### src/rtl/valve_scheduler_if.sv
// Host-side request/valve bundle for valve_scheduler.
// Host drives requests and timing fields (master); the scheduler drives valves and status (slave).
interface valve_scheduler_if #(
    parameter int LEN_W = 24
);
    logic [3:0]         trig;
    logic               abort;
    logic [4*LEN_W-1:0] pulse_len;
    logic [15:0]        repeat_count;
    logic [3:0]         valve;
    logic [3:0]         pending;
    logic               busy;
    logic [1:0]         active;

    modport master (
        output trig, abort, pulse_len, repeat_count,
        input  valve, pending, busy, active
    );

    modport slave (
        input  trig, abort, pulse_len, repeat_count,
        output valve, pending, busy, active
    );
endinterface

### src/rtl/valve_scheduler.sv
// Round-robin reward-valve serializer: at most one valve open; trig -> valve high two edges later when idle.
// No backpressure: requests are latched and coalesced. VALVE_SCHED_STATS_EN adds served_total/coalesced.
module valve_scheduler #(
    parameter int NUM_VALVES = 4,
    parameter int LEN_W      = 24,
    parameter int GAP_CYCLES = 20_000
) (
    input  logic              clk,
    input  logic              reset,
    valve_scheduler_if.slave  bus
`ifdef VALVE_SCHED_STATS_EN
    , output logic [31:0]     served_total
    , output logic [15:0]     coalesced
`endif
);
    typedef enum logic [1:0] {IDLE, OPEN, GAP} state_t;

    localparam int GAP_EFF = (GAP_CYCLES < 1) ? 1 : GAP_CYCLES;
    localparam int GAP_W   = $clog2(GAP_EFF + 1);

    state_t                 state, state_nxt;
    logic [NUM_VALVES-1:0]  pending_q, valve_q, clr;
    logic [1:0]             active_q, rr_last, grant;
    logic                   grant_vld;
    logic [LEN_W-1:0]       len_snap, len_cnt, grant_len;
    logic [3:0]             reps, grant_reps;
    logic [GAP_W-1:0]       gap_cnt;
    logic                   pulse_end, gap_end;

    always_comb begin
        grant     = '0;
        grant_vld = 1'b0;
        // Scan starts just after the last winner; k == NUM_VALVES wraps back to rr_last itself.
        for (int k = 1; k <= NUM_VALVES; k++) begin
            if (!grant_vld && pending_q[rr_last + 2'(k)]) begin
                grant     = rr_last + 2'(k);
                grant_vld = 1'b1;
            end
        end
        grant_len  = bus.pulse_len[LEN_W*grant +: LEN_W];
        grant_reps = (bus.repeat_count[4*grant +: 4] == 4'd0) ? 4'd1 : bus.repeat_count[4*grant +: 4];
        pulse_end  = (state == OPEN) && (len_cnt == LEN_W'(1));
        gap_end    = (state == GAP) && (gap_cnt == GAP_W'(1));
        clr        = '0;
        state_nxt  = state;
        case (state)
            IDLE: begin
                if (grant_vld) begin
                    clr[grant] = 1'b1;
                    if (grant_len != '0) state_nxt = OPEN;
                end
            end
            OPEN:    if (pulse_end) state_nxt = GAP;
            GAP:     if (gap_end) state_nxt = (reps != 4'd0) ? OPEN : IDLE;
            default: state_nxt = IDLE;
        endcase
        if (bus.abort) state_nxt = IDLE;
    end

    always_ff @(posedge clk or posedge reset) begin
        if (reset) state <= IDLE;
        else       state <= state_nxt;
    end

    always_ff @(posedge clk or posedge reset) begin
        if (reset) begin
            pending_q <= '0;
            valve_q   <= '0;
            active_q  <= '0;
            rr_last   <= 2'd3;
            len_snap  <= '0;
            len_cnt   <= '0;
            reps      <= '0;
            gap_cnt   <= '0;
        end else if (bus.abort) begin
            pending_q <= '0;
            valve_q   <= '0;
        end else begin
            // A trig on the grant cycle re-sets the bit being cleared.
            pending_q <= (pending_q & ~clr) | bus.trig;
            case (state)
                IDLE: begin
                    if (grant_vld) begin
                        active_q <= grant;
                        rr_last  <= grant;
                        len_snap <= grant_len;
                        len_cnt  <= grant_len;
                        reps     <= grant_reps;
                        if (grant_len != '0) valve_q <= NUM_VALVES'(1) << grant;
                    end
                end
                OPEN: begin
                    if (pulse_end) begin
                        valve_q <= '0;
                        reps    <= reps - 4'd1;
                        gap_cnt <= GAP_W'(GAP_EFF);
                    end else begin
                        len_cnt <= len_cnt - LEN_W'(1);
                    end
                end
                GAP: begin
                    if (gap_end) begin
                        if (reps != 4'd0) begin
                            valve_q <= NUM_VALVES'(1) << active_q;
                            len_cnt <= len_snap;
                        end
                    end else begin
                        gap_cnt <= gap_cnt - GAP_W'(1);
                    end
                end
                default: valve_q <= '0;
            endcase
        end
    end

`ifdef VALVE_SCHED_STATS_EN
    logic [16:0] coal_sum;
    assign coal_sum = {1'b0, coalesced} + 17'($countones(bus.trig & pending_q & ~clr));

    always_ff @(posedge clk or posedge reset) begin
        if (reset) begin
            served_total <= '0;
            coalesced    <= '0;
        end else if (!bus.abort) begin
            if (pulse_end) served_total <= served_total + 32'd1;
            coalesced <= coal_sum[16] ? 16'hFFFF : coal_sum[15:0];
        end
    end
`endif

    assign bus.valve   = valve_q;
    assign bus.pending = pending_q;
    assign bus.busy    = (state != IDLE);
    assign bus.active  = active_q;
endmodule
### src/flat_wrapper.sv
// flat-port wrapper written by rule: the top's interface ports become plain ports
module valve_scheduler_flat 
#(
    parameter int NUM_VALVES = 4,
    parameter int LEN_W      = 24,
    parameter int GAP_CYCLES = 20_000
)
  (clk, reset, bus_trig, bus_abort, bus_pulse_len, bus_repeat_count, bus_valve, bus_pending, bus_busy, bus_active);
  valve_scheduler_if #(.LEN_W(LEN_W)) bus_i ();
  input  logic clk;
  input  logic reset;
  input wire logic [$bits(bus_i.trig)-1:0] bus_trig;
  input wire logic [$bits(bus_i.abort)-1:0] bus_abort;
  input wire logic [$bits(bus_i.pulse_len)-1:0] bus_pulse_len;
  input wire logic [$bits(bus_i.repeat_count)-1:0] bus_repeat_count;
  output wire logic [$bits(bus_i.valve)-1:0] bus_valve;
  output wire logic [$bits(bus_i.pending)-1:0] bus_pending;
  output wire logic [$bits(bus_i.busy)-1:0] bus_busy;
  output wire logic [$bits(bus_i.active)-1:0] bus_active;
  assign bus_i.trig = bus_trig;
  assign bus_i.abort = bus_abort;
  assign bus_i.pulse_len = bus_pulse_len;
  assign bus_i.repeat_count = bus_repeat_count;
  assign bus_valve = bus_i.valve;
  assign bus_pending = bus_i.pending;
  assign bus_busy = bus_i.busy;
  assign bus_active = bus_i.active;
  valve_scheduler #(.NUM_VALVES(NUM_VALVES), .LEN_W(LEN_W), .GAP_CYCLES(GAP_CYCLES)) u_core (.clk(clk), .reset(reset), .bus(bus_i));
endmodule
### config.mk
export PLATFORM = sky130hd
export DESIGN_NAME = valve_scheduler_flat
export DESIGN_NICKNAME = d
export VERILOG_FILES = /design/src/rtl/valve_scheduler_if.sv /design/src/rtl/valve_scheduler.sv /design/src/flat_wrapper.sv
export SDC_FILE = /design/constraint.sdc
export NUM_CORES = 1
export LEC_CHECK = 0
export BUFFER_PORTS_ARGS = -buffer_cell sky130_fd_sc_hd__buf_4
export CAP_MARGIN = 15
export CORE_UTILIZATION = 50
export CTS_CLUSTER_SIZE = 10
export DETAILED_ROUTE_END_ITERATION = 8
export PLACE_DENSITY = 0.8
export SLEW_MARGIN = 0
export SYNTH_ARGS = -nofsm -noshare
export SYNTH_HDL_FRONTEND = slang
export SYNTH_SLANG_ARGS = --single-unit
### constraint.sdc
create_clock -name clk -period 3.4 [get_ports clk]
set_input_delay 0 -clock clk [delete_from_list [all_inputs] [get_ports clk]]
set_output_delay 0 -clock clk [all_outputs]
set_load 0.05 [all_outputs]
==> results.txt, run 1 <==
The area fraction of the dominant cell type after synthesis is 35.7%. The number of max-slew violations in the final report came out at 0. The worst-case IR drop observed on VDD is 0.000401 V. At the worst endpoint, the arrival time is 3.48 ns. Using the TritonRoute via totals, the vias-per-cell ratio works out to 5.96. The synthesized design contains 81 register bits. The per-cell routed wire length came out at 17.2 µm. For this design, the sink count on the clock tree is 81. The number of buffers and inverters on the critical path is 0.

STA classifies the critical path endpoint as a flip-flop. The final critical path takes up 94.9% of the cycle. The number of nets in the synthesized netlist is 740. The area growth from synthesis to layout is 26.8%. The root buffer cell is clkbuf_8.

The min-delay analysis places its worst path in the category in2async. Summing the sequential cell areas from Yosys gives 36.6% of the chip area. The number of optimization iterations in the first detailed-route pass is 5. The cell class contributing the biggest share of worst-path delay is simple AND/OR/NAND/NOR gates. The first global-routing pass estimated 24.8 mm of wire. The top fanout value on the critical path came out at 7.

The routed design has 15.3 mm of wire. The overall track demand over capacity in global routing came out at 27.5%. Post-CTS timing repair inserted 0 buffers for setup. The final global-route overflow total is 0. The global placer's final weighted congestion came out at 0.862. The total half-perimeter wirelength after legalization and detailed placement is 11.1 mm. The antenna diode instance count is 0. The total core area is 10800 µm². The number of rows in the core area is 38. Entering global routing, the biggest net connects 82 pins. TritonCTS built the clock tree.

The number of CTS-inserted buffers is 9. The worst setup path is of the reg2reg kind. The checks that failed: hold timing. In this run the number of H-tree levels came out at 3. Setup repair after global routing left no endpoint under its margin.

Setup violations remaining at the end of the flow were counted as 0. The later-pin clock latency in the skew report came out at 0.37 ns. In the routed design, unresolved DRC markers number 0. Across all layers, the routed design uses 5304 vias. Among all flip-flop cells after synthesis, the most frequent one is dfrtp_1.

On the final layout, the worst clock skew is 0.0114 ns. During placement, the flow inserted port buffers numbering 129. For this design, the slowest cell found on the critical path is or4_4. The total of warnings raised by yosys came out at 0. The average footprint of a synthesized cell is 9.07 µm². Leaving out fill and tap cells, the most frequent cells in the layout are buf_4, mux2i_1, dfrtp_1. The maximum frequency from static timing analysis came out at 310 MHz.

The number of synthesized flops with an enable pin came out at 0. For the pin with the worst max-slew slack, the measured transition is 1.14 ns. Max-cap violations in this run came to 0. The clock edge transition at the registers on the reported setup and hold paths came out at 0.08 ns. The most numerous cell type found on the critical path is or4_4. Summed over all instances, the cell type with the most area after synthesis is dfrtp_1. The I/O pin count is 130. The synthesized netlist occupies a cell area of 5540 µm². Once detail routing completed, the nets flagged for antenna violations numbered 0.

The count of filler cells inserted in the layout is 868. The floorplan die area came out at 11500 µm². The first routing iteration left 444 violations. After the last flow step, the layout net total stands at 876. By area the synthesized netlist is led by dfrtp_1, mux2i_1, mux2_2, o21ai_0, nand2_1.

The number of distinct library cell variants in the gate-level netlist after synthesis is 53. Summed over all cells, the static leakage comes to 3.15 nW. The die extent in x came out at 107 µm. The via count of the first global-routing pass came out at 5346. The data required time at the worst endpoint is 3.66 ns. The maximum buffer depth of the clock tree came out at 2.

Walking the worst path, the cells encountered are or4_4 > or4_1 > or4_4 > a221oi_4 > and3_2 > nor3b_2 > xnor2_1 > nand2_1. The total non-filler cell area in the finished layout came out at 7030 µm². The initial core utilization came out at 51.1%. The flow ran to the end, but the final reports show violations. The height of the die came out at 107 µm.

The largest single stage delay on the critical path is 0.61 ns. The share of flip-flops with an asynchronous set or reset after synthesis came out at 100%. The total power came out at 5.55 mW. In this run the tightest slew margin relative to its limit is 24.0%. The final count of hold timing violations is 65. The setup TNS came out at 0 ns. The worst hold slack came out at -0.0336 ns. The initial antenna violation count came out at 0. The cell area reported after detailed placement is 6770 µm². The minimum period implied by the final worst setup slack is 3.23 ns. The layout cell share with drive strength beyond 1 is 28.9%. STA classifies the critical path startpoint as a flip-flop. In this run the power density over the cells is 790 nW/µm². Synthesis produced 611 cells. The library cell used most frequently in the layout, excluding fill and tap cells, is buf_4.
-- report_power, final --
part	switching [mW]	leakage, nW	total [mW]	internal, mW
Sequential	0.407	0.991	1.83	1.42
Clock	0.342	0.0826	0.640	0.299
Combinational	1.73	2.08	3.08	1.35
Total	2.48	3.15	5.55	3.08
-- what timing repair did --
action | CTS | global route
hold buffers | 8 | 0
endpoints found under the hold margin | 4 | 0
resized for setup | 0 | 3
setup endpoints to repair | 0 | 12
-- path summary, 6_finish.rpt --
kind / start / endpoint / slack, ns / cells past startpoint
min reg2reg: u_core.len_snap[23]$_DFFE_PP0P_ / u_core.len_snap[23]$_DFFE_PP0P_ / 0.51 / 1
max in group asynchronous: reset / u_core.len_snap[2]$_DFFE_PP0P_ / 2.77 / 3
min in group clk: bus_abort / u_core.bus.valve[2]$_DFFE_PP0P_ / 0.08 / 4
min: reset / u_core.len_snap[11]$_DFFE_PP0P_ / -0.03 / 3
max reg2reg: u_core.len_cnt[11]$_DFFE_PP0P_ / u_core.gap_cnt[10]$_DFFE_PP0P_ / 0.17 / 8
max: u_core.len_cnt[11]$_DFFE_PP0P_ / u_core.gap_cnt[10]$_DFFE_PP0P_ / 0.17 / 8
-- layer usage --
metal,global-route usage (%),share of wire (%),wire length [µm]
met1,33.9,41,6280
met3,4.54,5.3,813
met2,47.1,51,7830
met4,12.8,2.5,381
met5,0,0,0
-- layout make-up --
type                    count  area, µm²  share of cell area, %
clock buffers              14        163                   2.31
inverters                  18       67.6                  0.961
multi-input cells         475       3320                   47.2
flip-flops and latches     81       2030                   28.9
well taps                 140        175                   2.49
repair buffers            162       1270                   18.1
-- sequential cells by signal, indices dropped and copies added (netlist names) --
signal / cells
u_core.len_cnt: 24
u_core.len_snap: 24
u_core.gap_cnt: 15
u_core.bus.pending: 4
u_core.bus.valve: 4
u_core.reps: 4
u_core.bus.active: 2
u_core.rr_last: 2
u_core.state: 2
-- cell families (layout without fill, tap and decap cells) --
logic type | Yosys count | after routing | synth area share (%)
AND/OR/NAND/NOR | 199 | 199 | 17.7
AO/OA/AOI/OAI | 133 | 133 | 15.0
multiplexers | 111 | 111 | 20.9
flip-flops | 81 | 81 | 36.6
buffers and inverters | 55 | 194 | 4.00
XOR/XNOR | 22 | 22 | 3.48
adder cells (fa/ha/maj) | 10 | 10 | 2.26
-- tightest hold or removal path: stages --
cell and delay, ns:
buf_4 0.11, inv_2 0.03, buf_4 0.78
-- cells in the mapped netlist (3+ instances only) --
master,number
xnor2_1,13
nor2_1,41
nor4_1,14
a22oi_1,4
buf_2,3
nand3_1,12
mux2i_1,80
xor2_1,9
nor3_1,14
o22ai_1,5
o211ai_1,17
clkbuf_1,25
nand4_1,3
a211oi_1,5
nor2b_1,3
nand2_1,69
inv_1,18
dfrtp_1,79
mux2_2,30
nand2b_1,10
or4_1,5
o21ai_0,62
a21o_1,3
ha_1,10
buf_1,7
a21oi_1,21
or3_1,7
nand3b_1,6
and3_1,4
o311ai_0,3
-- through the flow --
step,worst slack (ns),utilization [%],hold WS (ns),instances
floorplan,0.00329,-,0.124,611
global placement,0.208,62.5,0.221,868
detailed placement,0.105,62.5,0.222,868
CTS,0.0918,64.7,0.00282,890
global route,0.0260,64.8,0.0681,890
finish,0.175,64.8,-0.0336,890
Note: power is estimated with default switching activity, not from simulation.
==> run 2: changes to the inputs <==
PLACE_DENSITY = 0.77   (was 0.8)
REMOVE_ABC_BUFFERS = 1   (was unset)
clock period = 3.52 ns   (was 3.4 ns; I/O delays follow)
==> run 2 against run 1 <==
  * The run now ends clean
  * Via count down 2.5%
  * Clock skew grew 0.0025 ns
  * Cell count unchanged
  * Global-route usage shrank 0.86 points
  * Flip-flop and latch count stayed put
  * Wire length is 3.6% lower
  * Clock-buffer cell count down 2
  * Final area is 0.57% higher
  * First-iteration DRC count decreased by 30%
  * Combinational power is 5% lower
  * Total power fell by 2.7%
  * Worst setup slack gained 0.050 ns
==> results.txt, run 2 (same netlist as run 1, synthesis figures left out) <==
The flow ran to the end, and the final reports show no timing, DRC or antenna violations. The transition time of the tightest slew-check pin is 0.547 ns (-0.593 ns). The reported max-cap violation count is 0 (unchanged). The number of optimization iterations in the first detailed-route pass is 5 (unchanged). The most frequent standard cell in the layout excluding fill and tap cells is buf_4. The final worst-path cycle share is 93.6% (-1.3 points). The final global-route overflow total came out at 0 (unchanged). The final antenna-violating net count was 0 (unchanged). The total detailed-routing wirelength came out at 14.7 mm (-3.6%). The layout cell share with drive strength beyond 1 is 28.8% (-0.13 points). In the final layout, the registers with the most flip-flops are u_core.len_cnt (24), u_core.len_snap (24), u_core.gap_cnt (15).

The kind of start point of the critical path is a flip-flop. The final setup violation count came to 0 (unchanged). The average via count per standard cell was 5.81 (-2.5%). The number of nets in the finished design came to 875 (-0.11%). The number of buffer cells added on primary ports was 129 (unchanged). The post-layout utilization of the core was 65.2% (+0.37 points). The total power came out at 5.40 mW (-2.7%). The final count of hold timing violations is 0 (-100%). The critical path is of the reg2reg type. The worst-case setup slack after placement is 0.236 ns (+0.130 ns).

The I/O pin count came to 130 (unchanged). The number of max-slew violations in the final report is 0 (unchanged). The pin count of the biggest net entering global routing was 49 (-40%). The met1 usage in global routing came out at 31.6% (-2.3 points).

The worst register-to-register path ends at u_core.gap_cnt[10]$_DFFE_PP0P_. The power density over cell area came out at 764 nW/µm² (-3.2%). The global-route wire length before repair came out at 24.1 mm (-2.9%). The signal arrival time at the worst endpoint came to 3.55 ns (+0.07 ns).

The DRC marker count from the first detailed-route iteration is 309 (-30%). The sink of the worst hold path is u_core.bus.valve[2]$_DFFE_PP0P_. The clock edge transition at the registers on the reported setup and hold paths is 0.09 ns (about the same). The depth of the worst register-to-register path is 8 (unchanged).

The cell count of the worst hold path came out at 4. The global placer's final weighted congestion is 0.883 (+2.5%). The clock sink count came out at 81 (unchanged). The height of the die came out at 107 µm (unchanged). The startpoint of the most critical hold path is bus_abort.

The tightest slew margin relative to the limit is 62.5% (+38 points). The register share of total power came to 32.9% (about the same). The antenna diode instance count is 0 (unchanged). The total half-perimeter wirelength after legalization and detailed placement came out at 10.8 mm (-2.6%). The via count of the first global-routing pass is 5178 (-3.1%). The cell sitting at the root of the clock tree is a clkbuf_8. The met2 usage in global routing is 48.3% (+1.2 points). The floorplan die area came out at 11500 µm² (unchanged).

The worst-case setup margin in the final layout came out at 0.225 ns (+0.0503 ns). The initial antenna violation count is 0 (unchanged). Setup repair after global routing left no endpoint under its margin. The switching part of the total power was 43.8% (-0.79 points). The power dissipated by switching net loads came out at 2.37 mW (-4.4%). The part of the power in the clock network came out at 12.9% (+1.4 points).

The highest-utilization routing layer at the global route stage is met2. The total core area came out at 10800 µm² (unchanged). The leakage power total came out at 3.17 nW (+0.67%).

The CTS tree is built. The detailed-route DRC error count is 0 (unchanged). The worst hold slack came out at 0.122 ns (+0.156 ns). The overall track demand over capacity in global routing is 26.7% (-0.86 points). The path class of the tightest hold or removal check is in2reg. The peak supply drop came out at 0.000387 V (-3.7%).

The maximum buffer depth of the clock tree was 2 (unchanged). The minimum period implied by the final worst setup slack came out at 3.29 ns (+0.0697 ns). The top fanout value on the critical path came to 7 (unchanged). The setup TNS is 0 ns (unchanged). The number of CTS-inserted buffers was 9 (unchanged).

The maximum frequency from static timing analysis is 303 MHz (-2.1%). The internal portion of total power came out at 3.04 mW (-1.3%). The number of rows in the core area came out at 38 (unchanged). Compared with the post-synthesis result, the final layout area differs by 27.5%.

The combinational cell fraction of total power came to 54.2% (-1.3 points). The later-pin clock latency in the skew report came to 0.36 ns (about the same). The per-cell routed wire length came out at 16.6 µm (-3.6%). The number of vias in the routed layout came to 5174 (-2.5%). The kind of end point of the critical path is a flip-flop.

The clock tree skew after final layout came to 0.0139 ns (+0.00246 ns). The depth of the CTS H-tree came out at 3 (unchanged). Leaving out fill and tap cells, the most frequent cells in the layout are buf_4, mux2i_1, dfrtp_1. The data required time at the worst endpoint is 3.77 ns (+0.11 ns).

In this run the critical register-to-register path is launched from u_core.len_cnt[10]$_DFFE_PP0P_. The slack of the worst reg-to-reg path is 0.23 ns (+0.05 ns). The die extent in x is 107 µm (unchanged). The initial core utilization was 51.1% (unchanged). The routing usage on met3 is 3.21% (-1.3 points).
run 2: per-stage QoR:
stage               instances  cell area [µm²]
floorplan                 574             5390
global placement          864             6730
detailed placement        864             6730
CTS                       888             7020
global route              890             7070
finish                    890             7070
run 2: timing repair:
item,in CTS,in global routing
resized for setup,0,1
buffers inserted,0,0
endpoints found under the setup margin,0,2
hold buffers,9,0
endpoints found under the hold margin,48,0
run 2: area by class of cell:
cell class,count,area [µm²]
Clock buffer,12,155
Clock inverter,3,40.0
Fill cell,877,3770
Inverter,18,67.6
Multi-Input combinational cell,475,3310
Sequential cell,81,2030
Tap cell,140,175
Timing Repair Buffer,161,1290
run 2: power groups by stage:
stage	logic, mW	clock network, mW	registers, mW
2_1_floorplan	2.05	0	1.77
3_3_place_gp	2.73	0	1.74
3_5_place_dp	2.85	0	1.77
4_1_cts	2.87	0.701	1.75
5_1_grt	3.23	0.735	1.83
6_report	2.93	0.697	1.78
run 2: how the worst max path moves through the flow:
stage                                               start                              to
after floorplan           u_core.bus.pending[3]$_DFF_PP0_     u_core.state[1]$_DFFE_PP0P_
after global placement     u_core.len_cnt[10]$_DFFE_PP0P_  u_core.gap_cnt[10]$_DFFE_PP0P_
after detailed placement   u_core.len_cnt[10]$_DFFE_PP0P_  u_core.gap_cnt[10]$_DFFE_PP0P_
after CTS                  u_core.len_cnt[10]$_DFFE_PP0P_  u_core.gap_cnt[10]$_DFFE_PP0P_
after global routing       u_core.len_cnt[10]$_DFFE_PP0P_  u_core.gap_cnt[10]$_DFFE_PP0P_
final                      u_core.len_cnt[10]$_DFFE_PP0P_  u_core.gap_cnt[10]$_DFFE_PP0P_
run 2: layer usage:
metal  wire [µm]  part of all wire [%]
met2        7680                    52
met4         422                   2.9
met5           0                     0
met1        5970                    40
met3         677                   4.6
run 2: worst max-delay path, cell delays in order, from the launching register on:
cell      delay [ns]
dfrtp_1         0.47
or4_4           0.59
or4_1           0.44
or4_4           0.59
a221oi_4        0.35
and3_1          0.34
nor3b_2         0.23
xnor2_1         0.13
nand2_1         0.06
==> run 3: changes to the inputs <==
CORE_UTILIZATION = 40   (was 50)
PLACE_DENSITY = 0.64   (was 0.77)
==> run 3 against run 2 <==
  * Sequential power about the same
  * Non-clock buffer count is 4 lower
  * Via count is 2.4% lower
  * Worst setup slack got worse by 0.045 ns
  * Cell count up 3.6%
  * Global-route usage fell by 5.5 points
  * Core utilization decreased by 11 points
  * Fmax shrank 1.4%
  * Register-to-register slack got worse by 0.05 ns
  * Wire length decreased by 1.3%
  * Hold slack worse by 0.0096 ns
  * Highest routed layer unchanged
==> results.txt, run 3 (same netlist as run 1, synthesis figures left out) <==
The flow ran to the end, and the final reports show no timing, DRC or antenna violations. The total core area is 13400 µm² (+24%). The tightest slew margin relative to the limit came out at 25.3% (-37 points).

The post-layout utilization of the core is 53.7% (-11 points). The final global-route overflow total came out at 0 (unchanged). The antenna diode instance count came out at 0 (unchanged). The total power is 5.66 mW (+4.7%). The final count of hold timing violations came out at 0 (unchanged).

The leakage power total is 3.20 nW (+0.97%). The data required time at the worst endpoint came out at 3.75 ns (-0.02 ns). The global placer's final weighted congestion came out at 0.816 (-7.5%). The depth of the worst register-to-register path is 8 (unchanged). The signal arrival time at the worst endpoint was 3.57 ns (+0.02 ns). Routed signal wires occupy layers up through met4. The cell count of the worst hold path is 4 (unchanged).

The detailed-route DRC error count is 0 (unchanged). The minimum period implied by the final worst setup slack is 3.34 ns (+0.0455 ns). The post-CTS setup buffer count is 0 (unchanged). The slack of the worst reg-to-reg path is 0.18 ns (-0.05 ns). The later-pin clock latency in the skew report was 0.35 ns (about the same). The CTS tree is built. The kind of start point of the critical path is a flip-flop. The layout cell share with drive strength beyond 1 came out at 28.2% (-0.65 points). The number of nets in the finished design is 871 (-0.46%). Leaving out fill and tap cells, the most frequent cell in the layout is buf_4. The final setup violation count was 0 (unchanged). The clock edge transition at the registers on the reported setup and hold paths is 0.06 ns (-0.03 ns). The final antenna-violating net count came out at 0 (unchanged). The worst setup path is of the reg2reg kind. The total detailed-routing wirelength came out at 14.6 mm (-1.3%). The sink of the worst hold path is u_core.bus.valve[2]$_DFFE_PP0P_. The total half-perimeter wirelength after legalization and detailed placement came out at 10.5 mm (-2.4%).

The worst hold path begins at bus_abort. The met2 wire length came out at 7.32 mm (-4.8%). The number of buffer cells added on primary ports came to 129 (unchanged). The maximum frequency from static timing analysis came out at 299 MHz (-1.4%). The path class of the tightest hold or removal check is in2reg. The height of the die came out at 120 µm (+12%).

The initial antenna violation count was 0 (unchanged). The number of vias in the routed layout is 5049 (-2.4%). The number of max-slew violations in the final report is 0 (unchanged). The largest registers in the layout are u_core.len_cnt (24), u_core.len_snap (24), u_core.gap_cnt (15). The length of routed met3 wiring is 682 µm (+0.74%). The clock sink count is 81 (unchanged). The floorplan die area came out at 14300 µm² (+25%). Setup repair after global routing left no endpoint under its margin. The pin count of the biggest net entering global routing came out at 52 (+6.1%). The met1 routed wirelength after detailed routing is 6.36 mm (+6.5%). In the layout the commonest cells are buf_4, mux2i_1, dfrtp_1. The I/O pin count came to 130 (unchanged). The number of rows in the core area came to 42 (+11%).

The endpoint identified for the worst register-to-register timing path is u_core.gap_cnt[10]$_DFFE_PP0P_. The via count of the first global-routing pass came out at 4947 (-4.5%). The transition time of the tightest slew-check pin is 1.12 ns (+0.574 ns).

The average via count per standard cell is 5.48 (-5.8%). The maximum buffer depth of the clock tree is 2 (unchanged). The reported max-cap violation count is 0 (unchanged). The global-route wire length before repair came to 24.0 mm (-0.43%). The final worst-path cycle share is 94.9% (+1.3 points). The top fanout value on the critical path came out at 7 (unchanged). The peak supply drop came out at 0.000312 V (-19%).

The overall track demand over capacity in global routing is 21.2% (-5.5 points). CTS placed an instance of clkbuf_16 at the clock tree root. The number of optimization iterations in the first detailed-route pass was 5 (unchanged). The post-cts gate resize count is 0 (unchanged). The depth of the CTS H-tree came out at 3 (unchanged). The kind of end point of the critical path is a flip-flop. The die extent in x is 120 µm (+12%). The number of CTS-inserted buffers is 9 (unchanged).

The initial core utilization is 41.4% (-9.8 points). The clock tree skew after final layout came to 0.00654 ns (-0.00736 ns). The power density over cell area is 786 nW/µm² (+2.8%). The per-cell routed wire length was 15.8 µm (-4.7%). The worst hold slack was 0.113 ns (-0.00959 ns). The worst register-to-register path begins at u_core.len_cnt[10]$_DFFE_PP0P_.

The DRC marker count from the first detailed-route iteration came out at 305 (-1.3%). From synthesis to final layout, the design area changed by 29.9%.
## run 3: cell count changes in the layout (fill, tap and decap cells not counted), sizes merged
cell	delta
bufinv	+1
clkinv	-1
buf	-4
## run 3: worst max-delay path: stages (launching register included)
cell and delay, ns:
dfrtp_1 0.44, or4_4 0.58, or4_1 0.46, or4_4 0.60, a221oi_4 0.35, and3_1 0.34, nor3b_2 0.23, xnor2_1 0.14
nand2_1 0.07
## run 3: how the worst max path moves through the flow
stage                                         start                             end  cells after the start
finish               u_core.len_cnt[10]$_DFFE_PP0P_  u_core.gap_cnt[10]$_DFFE_PP0P_                      8
global route         u_core.len_cnt[10]$_DFFE_PP0P_  u_core.gap_cnt[10]$_DFFE_PP0P_                      8
CTS                  u_core.len_cnt[10]$_DFFE_PP0P_  u_core.gap_cnt[10]$_DFFE_PP0P_                      8
detailed placement   u_core.len_cnt[10]$_DFFE_PP0P_  u_core.gap_cnt[10]$_DFFE_PP0P_                      8
global placement     u_core.len_cnt[10]$_DFFE_PP0P_  u_core.gap_cnt[10]$_DFFE_PP0P_                      8
floorplan           u_core.bus.pending[3]$_DFF_PP0_     u_core.state[1]$_DFFE_PP0P_                      8
## run 3: metal layers
layer,vias up,track usage [%]
li1,2474,-
met1,2420,26.5
met2,138,36.4
met3,17,4.09
met4,0,7.34
met5,-,0
## run 3: what timing repair did
item	4_1_cts	5_1_grt
setup endpoints to repair	0	0
hold buffers	9	0
hold endpoints to repair	34	0
## run 3: cell type report
cell class,count,area (µm²)
sequential,81,2030
timing repair buffer,157,1260
clock buffer,12,246
tap,176,220
fill,1193,6200
clock inverter,3,65.1
inverter,18,67.6
multi-input combinational,475,3310
## run 3: report_power, final
part           internal (mW)  switching (mW)  total (mW)
registers               1.38           0.383        1.76
clock network          0.636           0.373        1.01
logic                   1.28            1.61        2.89
## run 3: through the flow
step | worst slack [ns] | cell area, µm² | TNS (ns) | instances
global route | 0.0137 | 7200 | 0 | 922
finish | 0.180 | 7200 | 0 | 922
global placement | 0.274 | 6800 | 0 | 898
floorplan | -3.76 | 5390 | -185.95 | 574
detailed placement | 0.210 | 6800 | 0 | 898
CTS | 0.194 | 7200 | 0 | 922
